[src/rtl/uart_tx_pkg.sv]
// uart_tx_pkg: shared definitions for the parameterised UART transmitter.
//   - tx_state_t   : transmitter FSM states
//   - PARITY_EVEN / PARITY_ODD : encodings of the par_typ input
//   - tx_entry_t   : one buffered frame request (data + per-frame options)
//   - TX_ENTRY_W   : width of a buffered entry in bits
//   - parity_bit() : parity over a latched data word
// Build option: UART_TX_PARAM_FIFO_EN (selects the multi-entry buffer in
// uart_tx_param; nothing in this package depends on it).
package uart_tx_pkg;

  typedef enum logic [2:0] {
    IDLE,
    START,
    DATA,
    PARITY,
    STOP
  } tx_state_t;

  localparam logic PARITY_EVEN = 1'b0;
  localparam logic PARITY_ODD  = 1'b1;

  // Entries are sized for the widest legal frame; narrower data is
  // zero-extended, which leaves the XOR parity unchanged.
  localparam int DATA_MAX_W = 9;
  localparam int BIT_IDX_W  = 4;

  typedef struct packed {
    logic [DATA_MAX_W-1:0] data;
    logic                  par_en;
    logic                  par_typ;
    logic                  stop2;
  } tx_entry_t;

  localparam int TX_ENTRY_W = $bits(tx_entry_t);

  function automatic logic parity_bit(input logic [DATA_MAX_W-1:0] d,
                                      input logic                  typ);
    return (typ == PARITY_ODD) ? ~^d : ^d;
  endfunction

endpackage

[src/rtl/uart_tx_param_if.sv]
// uart_tx_param_if: write-side handshake of the UART transmitter.
//   data_valid  : write request (master -> slave)
//   p_data      : payload, DATA_WIDTH bits (master -> slave)
//   ready       : buffer can take a write this cycle (slave -> master)
//   fifo_count  : occupied buffer entries (slave -> master)
//   overflow    : one-cycle pulse after a dropped write (slave -> master)
// Build option: UART_TX_PARAM_FIFO_EN (affects only the slave behaviour).
interface uart_tx_param_if #(
  parameter int DATA_WIDTH = 8,
  parameter int FIFO_DEPTH = 4
);
  localparam int CNT_W = $clog2(FIFO_DEPTH) + 1;

  logic                  data_valid;
  logic [DATA_WIDTH-1:0] p_data;
  logic                  ready;
  logic [CNT_W-1:0]      fifo_count;
  logic                  overflow;

  modport master (
    output data_valid, p_data,
    input  ready, fifo_count, overflow
  );

  modport slave (
    input  data_valid, p_data,
    output ready, fifo_count, overflow
  );
endinterface

[src/rtl/uart_tx_fifo.sv]
// uart_tx_fifo: synchronous FIFO with occupancy count, full and empty flags.
//   clk, rst   : clock, asynchronous active-low reset
//   push_i     : write wr_data_i (ignored when full)
//   pop_i      : drop the head entry (ignored when empty)
//   wr_data_i  : entry to write
//   rd_data_o  : current head entry (combinational read)
//   count_o    : occupied entries, 0..DEPTH
//   full_o     : count_o == DEPTH
//   empty_o    : count_o == 0
// Only instantiated when UART_TX_PARAM_FIFO_EN is defined.
module uart_tx_fifo
  import uart_tx_pkg::*;
#(
  parameter int WIDTH = TX_ENTRY_W,
  parameter int DEPTH = 4
) (
  input  logic                       clk,
  input  logic                       rst,
  input  logic                       push_i,
  input  logic                       pop_i,
  input  logic [WIDTH-1:0]           wr_data_i,
  output logic [WIDTH-1:0]           rd_data_o,
  output logic [$clog2(DEPTH):0]     count_o,
  output logic                       full_o,
  output logic                       empty_o
);
  localparam int PTR_W = $clog2(DEPTH);
  localparam int CNT_W = PTR_W + 1;

  logic [WIDTH-1:0] mem_q [DEPTH];
  logic [PTR_W-1:0] wr_ptr_q, wr_ptr_d;
  logic [PTR_W-1:0] rd_ptr_q, rd_ptr_d;
  logic [CNT_W-1:0] count_q, count_d;
  logic             do_push, do_pop;

  assign full_o  = (count_q == CNT_W'(DEPTH));
  assign empty_o = (count_q == '0);
  assign count_o = count_q;

  // Head is read without a register so the transmitter can latch the entry
  // in the same cycle it pops it.
  assign rd_data_o = mem_q[rd_ptr_q];

  assign do_push = push_i & ~full_o;
  assign do_pop  = pop_i & ~empty_o;

  // DEPTH is a power of two, so pointer overflow is the modulo wrap.
  always_comb begin
    wr_ptr_d = do_push ? wr_ptr_q + PTR_W'(1) : wr_ptr_q;
    rd_ptr_d = do_pop  ? rd_ptr_q + PTR_W'(1) : rd_ptr_q;
    count_d  = count_q;
    case ({do_push, do_pop})
      2'b10:   count_d = count_q + CNT_W'(1);
      2'b01:   count_d = count_q - CNT_W'(1);
      default: count_d = count_q;
    endcase
  end

  always_ff @(posedge clk) begin
    if (do_push) mem_q[wr_ptr_q] <= wr_data_i;
  end

  always_ff @(posedge clk or negedge rst) begin
    if (!rst) begin
      wr_ptr_q <= '0;
      rd_ptr_q <= '0;
      count_q  <= '0;
    end else begin
      wr_ptr_q <= wr_ptr_d;
      rd_ptr_q <= rd_ptr_d;
      count_q  <= count_d;
    end
  end
endmodule

[src/rtl/uart_tx_param.sv]
// uart_tx_param: buffered UART transmitter with per-frame parity/stop options.
//   clk       : clock, all logic on posedge
//   rst       : asynchronous active-low reset
//   bus       : write handshake (data_valid, p_data, ready, fifo_count,
//               overflow), slave side of uart_tx_param_if
//   par_en    : add a parity bit to the frame being written
//   par_typ   : 1 odd parity, 0 even parity
//   stop2     : 1 two stop bits, 0 one stop bit
//   prescale  : clocks per bit minus 1, sampled when a frame starts
//   tx_out    : registered serial line, idle high
//   busy      : registered, high from start bit through last stop bit
// Build option: UART_TX_PARAM_FIFO_EN defined -> FIFO_DEPTH-entry buffer;
// undefined -> single holding register.
module uart_tx_param
  import uart_tx_pkg::*;
#(
  parameter int DATA_WIDTH = 8,
  parameter int FIFO_DEPTH = 4,
  parameter int PRESCALE_W = 8
) (
  input  logic                  clk,
  input  logic                  rst,
  uart_tx_param_if.slave        bus,
  input  logic                  par_en,
  input  logic                  par_typ,
  input  logic                  stop2,
  input  logic [PRESCALE_W-1:0] prescale,
  output logic                  tx_out,
  output logic                  busy
);
  localparam int CNT_W = $clog2(FIFO_DEPTH) + 1;

  // ---------------- write buffer ----------------
  tx_entry_t        wr_entry, head;
  logic             push, pop;
  logic             buf_full, buf_empty;
  logic [CNT_W-1:0] count;
  logic             overflow_q;

  assign wr_entry = '{data:    DATA_MAX_W'(bus.p_data),
                      par_en:  par_en,
                      par_typ: par_typ,
                      stop2:   stop2};

  // Readiness is judged on the occupancy before this cycle's pop, so a full
  // buffer stays closed even when the transmitter pops on the same edge.
  assign push = bus.data_valid & ~buf_full;

`ifdef UART_TX_PARAM_FIFO_EN
  logic [TX_ENTRY_W-1:0] head_bits;

  uart_tx_fifo #(
    .WIDTH (TX_ENTRY_W),
    .DEPTH (FIFO_DEPTH)
  ) u_fifo (
    .clk       (clk),
    .rst       (rst),
    .push_i    (push),
    .pop_i     (pop),
    .wr_data_i (wr_entry),
    .rd_data_o (head_bits),
    .count_o   (count),
    .full_o    (buf_full),
    .empty_o   (buf_empty)
  );

  assign head = head_bits;
`else
  tx_entry_t hold_q;
  logic      hold_valid_q;

  // Push needs an empty register and pop a full one, so they never coincide.
  always_ff @(posedge clk or negedge rst) begin
    if (!rst) begin
      hold_q       <= '0;
      hold_valid_q <= 1'b0;
    end else begin
      if (push) hold_q <= wr_entry;
      hold_valid_q <= push | (hold_valid_q & ~pop);
    end
  end

  assign head      = hold_q;
  assign buf_full  = hold_valid_q;
  assign buf_empty = ~hold_valid_q;
  assign count     = CNT_W'(hold_valid_q);
`endif

  always_ff @(posedge clk or negedge rst) begin
    if (!rst) overflow_q <= 1'b0;
    else      overflow_q <= bus.data_valid & buf_full;
  end

  assign bus.ready      = ~buf_full;
  assign bus.fifo_count = count;
  assign bus.overflow   = overflow_q;

  // ---------------- transmit FSM ----------------
  tx_state_t             state_q, state_d;
  logic [PRESCALE_W-1:0] cnt_q, cnt_d;
  logic [PRESCALE_W-1:0] prescale_q, prescale_d;
  logic [BIT_IDX_W-1:0]  idx_q, idx_d;
  logic [DATA_MAX_W-1:0] shift_q, shift_d;
  logic                  parity_q, parity_d;
  logic                  par_en_q, par_en_d;
  logic                  stop2_q, stop2_d;
  logic                  tx_q, tx_d;
  logic                  busy_q, busy_d;
  logic                  bit_done;
  logic                  load;

  assign bit_done = (cnt_q == prescale_q);

  // tx_d/busy_d carry the value of the bit being entered, so the registered
  // line changes on the same edge as the state.
  always_comb begin
    state_d    = state_q;
    cnt_d      = cnt_q;
    prescale_d = prescale_q;
    idx_d      = idx_q;
    shift_d    = shift_q;
    parity_d   = parity_q;
    par_en_d   = par_en_q;
    stop2_d    = stop2_q;
    tx_d       = tx_q;
    busy_d     = busy_q;
    load       = 1'b0;
    pop        = 1'b0;

    case (state_q)
      IDLE: begin
        if (!buf_empty) load = 1'b1;
      end
      START: begin
        if (bit_done) begin
          state_d = DATA;
          cnt_d   = '0;
          idx_d   = '0;
          tx_d    = shift_q[0];
        end else begin
          cnt_d = cnt_q + PRESCALE_W'(1);
        end
      end
      DATA: begin
        if (bit_done) begin
          cnt_d = '0;
          if (idx_q == BIT_IDX_W'(DATA_WIDTH - 1)) begin
            idx_d = '0;
            if (par_en_q) begin
              state_d = PARITY;
              tx_d    = parity_q;
            end else begin
              state_d = STOP;
              tx_d    = 1'b1;
            end
          end else begin
            idx_d   = idx_q + BIT_IDX_W'(1);
            shift_d = shift_q >> 1;
            tx_d    = shift_q[1];
          end
        end else begin
          cnt_d = cnt_q + PRESCALE_W'(1);
        end
      end
      PARITY: begin
        if (bit_done) begin
          state_d = STOP;
          cnt_d   = '0;
          idx_d   = '0;
          tx_d    = 1'b1;
        end else begin
          cnt_d = cnt_q + PRESCALE_W'(1);
        end
      end
      STOP: begin
        if (bit_done) begin
          cnt_d = '0;
          // idx counts stop bits already sent.
          if (stop2_q && idx_q == '0) begin
            idx_d = BIT_IDX_W'(1);
            tx_d  = 1'b1;
          end else if (!buf_empty) begin
            load = 1'b1;
          end else begin
            state_d = IDLE;
            tx_d    = 1'b1;
            busy_d  = 1'b0;
          end
        end else begin
          cnt_d = cnt_q + PRESCALE_W'(1);
        end
      end
      default: begin
        state_d = IDLE;
        tx_d    = 1'b1;
        busy_d  = 1'b0;
      end
    endcase

    // Start a frame: pop the head and freeze all its options and the
    // prescale, so later input changes only affect later frames.
    if (load) begin
      pop        = 1'b1;
      state_d    = START;
      cnt_d      = '0;
      idx_d      = '0;
      shift_d    = head.data;
      parity_d   = parity_bit(head.data, head.par_typ);
      par_en_d   = head.par_en;
      stop2_d    = head.stop2;
      prescale_d = prescale;
      tx_d       = 1'b0;
      busy_d     = 1'b1;
    end
  end

  always_ff @(posedge clk or negedge rst) begin
    if (!rst) begin
      state_q    <= IDLE;
      cnt_q      <= '0;
      prescale_q <= '0;
      idx_q      <= '0;
      shift_q    <= '0;
      parity_q   <= 1'b0;
      par_en_q   <= 1'b0;
      stop2_q    <= 1'b0;
      tx_q       <= 1'b1;
      busy_q     <= 1'b0;
    end else begin
      state_q    <= state_d;
      cnt_q      <= cnt_d;
      prescale_q <= prescale_d;
      idx_q      <= idx_d;
      shift_q    <= shift_d;
      parity_q   <= parity_d;
      par_en_q   <= par_en_d;
      stop2_q    <= stop2_d;
      tx_q       <= tx_d;
      busy_q     <= busy_d;
    end
  end

  assign tx_out = tx_q;
  assign busy   = busy_q;
endmodule

[src/flat_wrapper.sv]
// flat-port wrapper written by rule: the top's interface ports become plain ports
module uart_tx_param_flat import uart_tx_pkg::*;
#(
  parameter int DATA_WIDTH = 8,
  parameter int FIFO_DEPTH = 4,
  parameter int PRESCALE_W = 8
)
  (clk, rst, par_en, par_typ, stop2, prescale, tx_out, busy, bus_data_valid, bus_p_data, bus_ready, bus_fifo_count, bus_overflow);
  uart_tx_param_if #(.DATA_WIDTH(DATA_WIDTH), .FIFO_DEPTH(FIFO_DEPTH)) bus_i ();
  input  logic clk;
  input  logic rst;
  input  logic par_en;
  input  logic par_typ;
  input  logic stop2;
  input  logic [PRESCALE_W-1:0] prescale;
  output logic tx_out;
  output logic busy;
  input wire logic [$bits(bus_i.data_valid)-1:0] bus_data_valid;
  input wire logic [$bits(bus_i.p_data)-1:0] bus_p_data;
  output wire logic [$bits(bus_i.ready)-1:0] bus_ready;
  output wire logic [$bits(bus_i.fifo_count)-1:0] bus_fifo_count;
  output wire logic [$bits(bus_i.overflow)-1:0] bus_overflow;
  assign bus_i.data_valid = bus_data_valid;
  assign bus_i.p_data = bus_p_data;
  assign bus_ready = bus_i.ready;
  assign bus_fifo_count = bus_i.fifo_count;
  assign bus_overflow = bus_i.overflow;
  uart_tx_param #(.DATA_WIDTH(DATA_WIDTH), .FIFO_DEPTH(FIFO_DEPTH), .PRESCALE_W(PRESCALE_W)) u_core (.clk(clk), .rst(rst), .bus(bus_i), .par_en(par_en), .par_typ(par_typ), .stop2(stop2), .prescale(prescale), .tx_out(tx_out), .busy(busy));
endmodule
[config.mk]
export PLATFORM = sky130hd
export DESIGN_NAME = uart_tx_param_flat
export DESIGN_NICKNAME = d
export VERILOG_FILES = /design/src/rtl/uart_tx_pkg.sv /design/src/rtl/uart_tx_param_if.sv /design/src/rtl/uart_tx_fifo.sv /design/src/rtl/uart_tx_param.sv /design/src/flat_wrapper.sv
export SDC_FILE = /design/constraint.sdc
export NUM_CORES = 1
export LEC_CHECK = 0
export BUFFER_PORTS_ARGS = -buffer_cell sky130_fd_sc_hd__clkbuf_2
export CAP_MARGIN = 10
export CORE_MARGIN = 2
export CORE_UTILIZATION = 40
export CTS_CLUSTER_DIAMETER = 150
export DETAILED_ROUTE_END_ITERATION = 8
export HOLD_SLACK_MARGIN = 0.12
export PLACE_DENSITY = 0.62
export SLEW_MARGIN = 20
export SYNTH_ARGS = -nofsm -noshare
export SYNTH_HDL_FRONTEND = slang
export SYNTH_SLANG_ARGS = --single-unit
[constraint.sdc]
create_clock -name clk -period 2.5 [get_ports clk]
set_clock_uncertainty 0.1 [all_clocks]
set_input_delay 0.5 -clock clk [delete_from_list [all_inputs] [get_ports clk]]
set_output_delay 0.5 -clock clk [all_outputs]
set_load 0.005 [all_outputs]
==> out/results.txt <==
outcome = finished clean
hold_ws = 299 ps
first-pass GRT wire length = 9190 um
Final period util = 97.7%
critical path's top delay family = simple AND/OR/NAND/NOR gates
slew margin rel. = 66.1%
Buffers on Ports = 26
die footprint = 0.00754 sq mm
final hold viol count = 0
fin. max-slew vios = 0
final worst slack = 58.3 ps
Synth Flop Type = dfrtp_1
CP max FO = 7
distinct cell type count after synthesis = 60
FP Rows = 30
worst min-delay path category = in -> reg
CP Data Required Time = 2600 ps
Cell Area, Placed = 0.00299 sq mm
post-route ant nets = 0
Power Density = 1380 mW/mm^2
Core Region = 0.00672 sq mm
RePlAce Congestion = 0.842
initial core utilization = 40.9%
DRC viols = 0
worst setup path class = reg -> reg
placement-stage worst setup slack = 50.7 ps
final setup fails = 0
Period minus WS final = 2440 ps
worst-path cell chain = ha_2 -> and3b_1 -> or3_4 -> nor3_4 -> buf_12 -> mux2_2 -> mux2_4
CP Capture Type = flop
DR vias = 1,916
total power = 4.35 mW
largest net degree at the start of global routing = 50
die height = 86.8 um
# IOs = 29
Total Routed Length = 5310 um
Worst-Skew Late Latency = 300 ps
n_diodes = 0
CTS Buffer Depth = 2
Num CTS Buffers = 5
Seq/Total Area, Yosys = 44.7%
CTS tree = yes
WP buf/inv = 1
YS warnings = 0
DPL Wire Length = 3930 um
gr ovfl total = 0
root buf cell = clkbuf_8
DR WL/cell = 14.9 um
layout cells sized above 1 = 35.5%
initial antenna violation count = 0
Critical-path top delay cell = dfrtp_1
ys async rst share = 100%
mapped cell area = 0.00275 sq mm
Syn Area/Cell = 11.4 sq um
Worst Max-Slew Pin Slew = 508 ps
Global Route Usage Sum = 15.5%
max cap viols = 0
Fin Setup TNS = 0 ps
Nets = 300
slowest stage delay, CP = 420 ps
vias in the first global route = 1,878
CP startpoint kind = flop
Die Width = 86.8 um
Max VDD drop = 825 uV
Synth Register Bits = 49
non-filler cells in the finished layout = 356
drt first pass iters = 4
Final Core Density = 46.8%
placed insts = 345
Worst EP arrival = 2540 ps
H-tree level count = 2
synthesis-to-layout area growth = 14.6%
DR vias/cell = 5.38
Final Instance Area = 0.00315 sq mm
Post-Syn Instances = 240
fmax = 410 MHz
clock sink total = 49
EDFF count, synth = 0
Leak = 1.37 nW
drt initial violations = 152
Reg clk slew, reported paths = 90 ps
## flip-flops by register name (all words and copies together), names as in the netlist
name,cells
u_core.shift_q,8
u_core.tx_out,1
u_core.state_q,3
u_core.stop2_q,1
u_core.parity_q,1
u_core.prescale_q,8
u_core.cnt_q,8
u_core.head,11
u_core.idx_q,4
u_core.buf_full,1
u_core.par_en_q,1
u_core.bus.overflow,1
u_core.busy,1
## worst min-delay path, delay by kind of cell
kind | cells | cell delay, ps
AOI/OAI and AO/OA | 1 | 60
buffers and inverters | 1 | 80
and+or+nand+nor | 1 | 40
## where the power goes
| group | internal, mW | total [mW] | leakage [nW] | switching [mW] |
|---|---|---|---|---|
| registers | 1.14 | 1.43 | 0.600 | 0.287 |
| clock network | 0.299 | 0.571 | 0.0543 | 0.271 |
| logic | 1.26 | 2.35 | 0.719 | 1.09 |
## cell usage in the layout, fill, tap and decap left out, types with 3 or more instances in the layout
master     n
and3_1     3
and2_1     3
nand3_1    7
nand2_1   13
inv_1      7
clkbuf_8   5
buf_4      9
nor2b_1    3
mux2_2    22
o21ai_0   13
nor2_1     6
clkbuf_2  26
dfrtp_1   48
mux2_4    13
buf_12     3
o22ai_1    3
nor4_1     3
mux2i_1    4
a21oi_1    8
a21o_1     3
xnor2_1   17
## layer usage
layer,GRT usage [%],wire (um),up-vias
met5,0,0,-
met4,6.11,128,0
li1,-,-,935
met3,3.43,187,11
met2,23.4,2450,35
met1,21.6,2540,935
## path summary, 6_finish.rpt
kind                                 startpoint                    to  slack (ps)  cells past startpoint
worst max-delay path            u_core.idx_q[0]     u_core.shift_q[3]          60                      7
worst min-delay path              bus_p_data[7]       u_core.head[10]         300                      3
worst max register to register  u_core.idx_q[0]     u_core.shift_q[3]          60                      7
worst min register to register    u_core.tx_out         u_core.tx_out         370                      2
max in group asynchronous                   rst         u_core.tx_out        1420                      3
min in group asynchronous                   rst  u_core.prescale_q[2]         610                      3
## synthesized netlist by cell type, drive strengths merged, types with 4 or more instances
| cell type | instances | area, sq um |
|---|---|---|
| xnor2 | 17 | 149 |
| o21ai | 14 | 73.8 |
| inv | 7 | 26.3 |
| and3 | 4 | 26.3 |
| dfrtp | 48 | 1200 |
| buf | 8 | 72.6 |
| clkbuf | 4 | 15.0 |
| a21oi | 8 | 40.0 |
| nand3 | 7 | 35.0 |
| mux2 | 36 | 454 |
| a21o | 4 | 31.3 |
| nor2 | 8 | 40.0 |
| nand2 | 13 | 48.8 |
| mux2i | 4 | 40.0 |
## final cells by class
type                            instances  area (sq um)
Fill cell                             615          3570
Timing Repair Buffer                   39           268
Inverter                                8          30.0
Sequential cell                        49          1230
Clock buffer                            5          68.8
Clock inverter                          3          46.3
Multi-Input combinational cell        172          1410
Tap cell                               80           100
## cells by family after synthesis
| family | Yosys count | share of synthesized area (%) |
|---|---|---|
| xor+xnor | 19 | 6.06 |
| compound gates | 50 | 12.7 |
| other cells | 1 | 0.137 |
| simple gates | 58 | 12.7 |
| mux | 40 | 18.0 |
| flops | 49 | 44.7 |
| fa+ha+maj | 3 | 1.37 |
| buf+inv | 20 | 4.28 |
## timing repair
| item | CTS | global route |
|---|---|---|
| resized for setup | 0 | 1 |
| hold buffers | 1 | 0 |
| buffers inserted | 0 | 2 |
| endpoints found under the hold margin | 48 | 0 |
| setup endpoints to repair | 0 | 7 |
(Power assumes the default switching activity.)
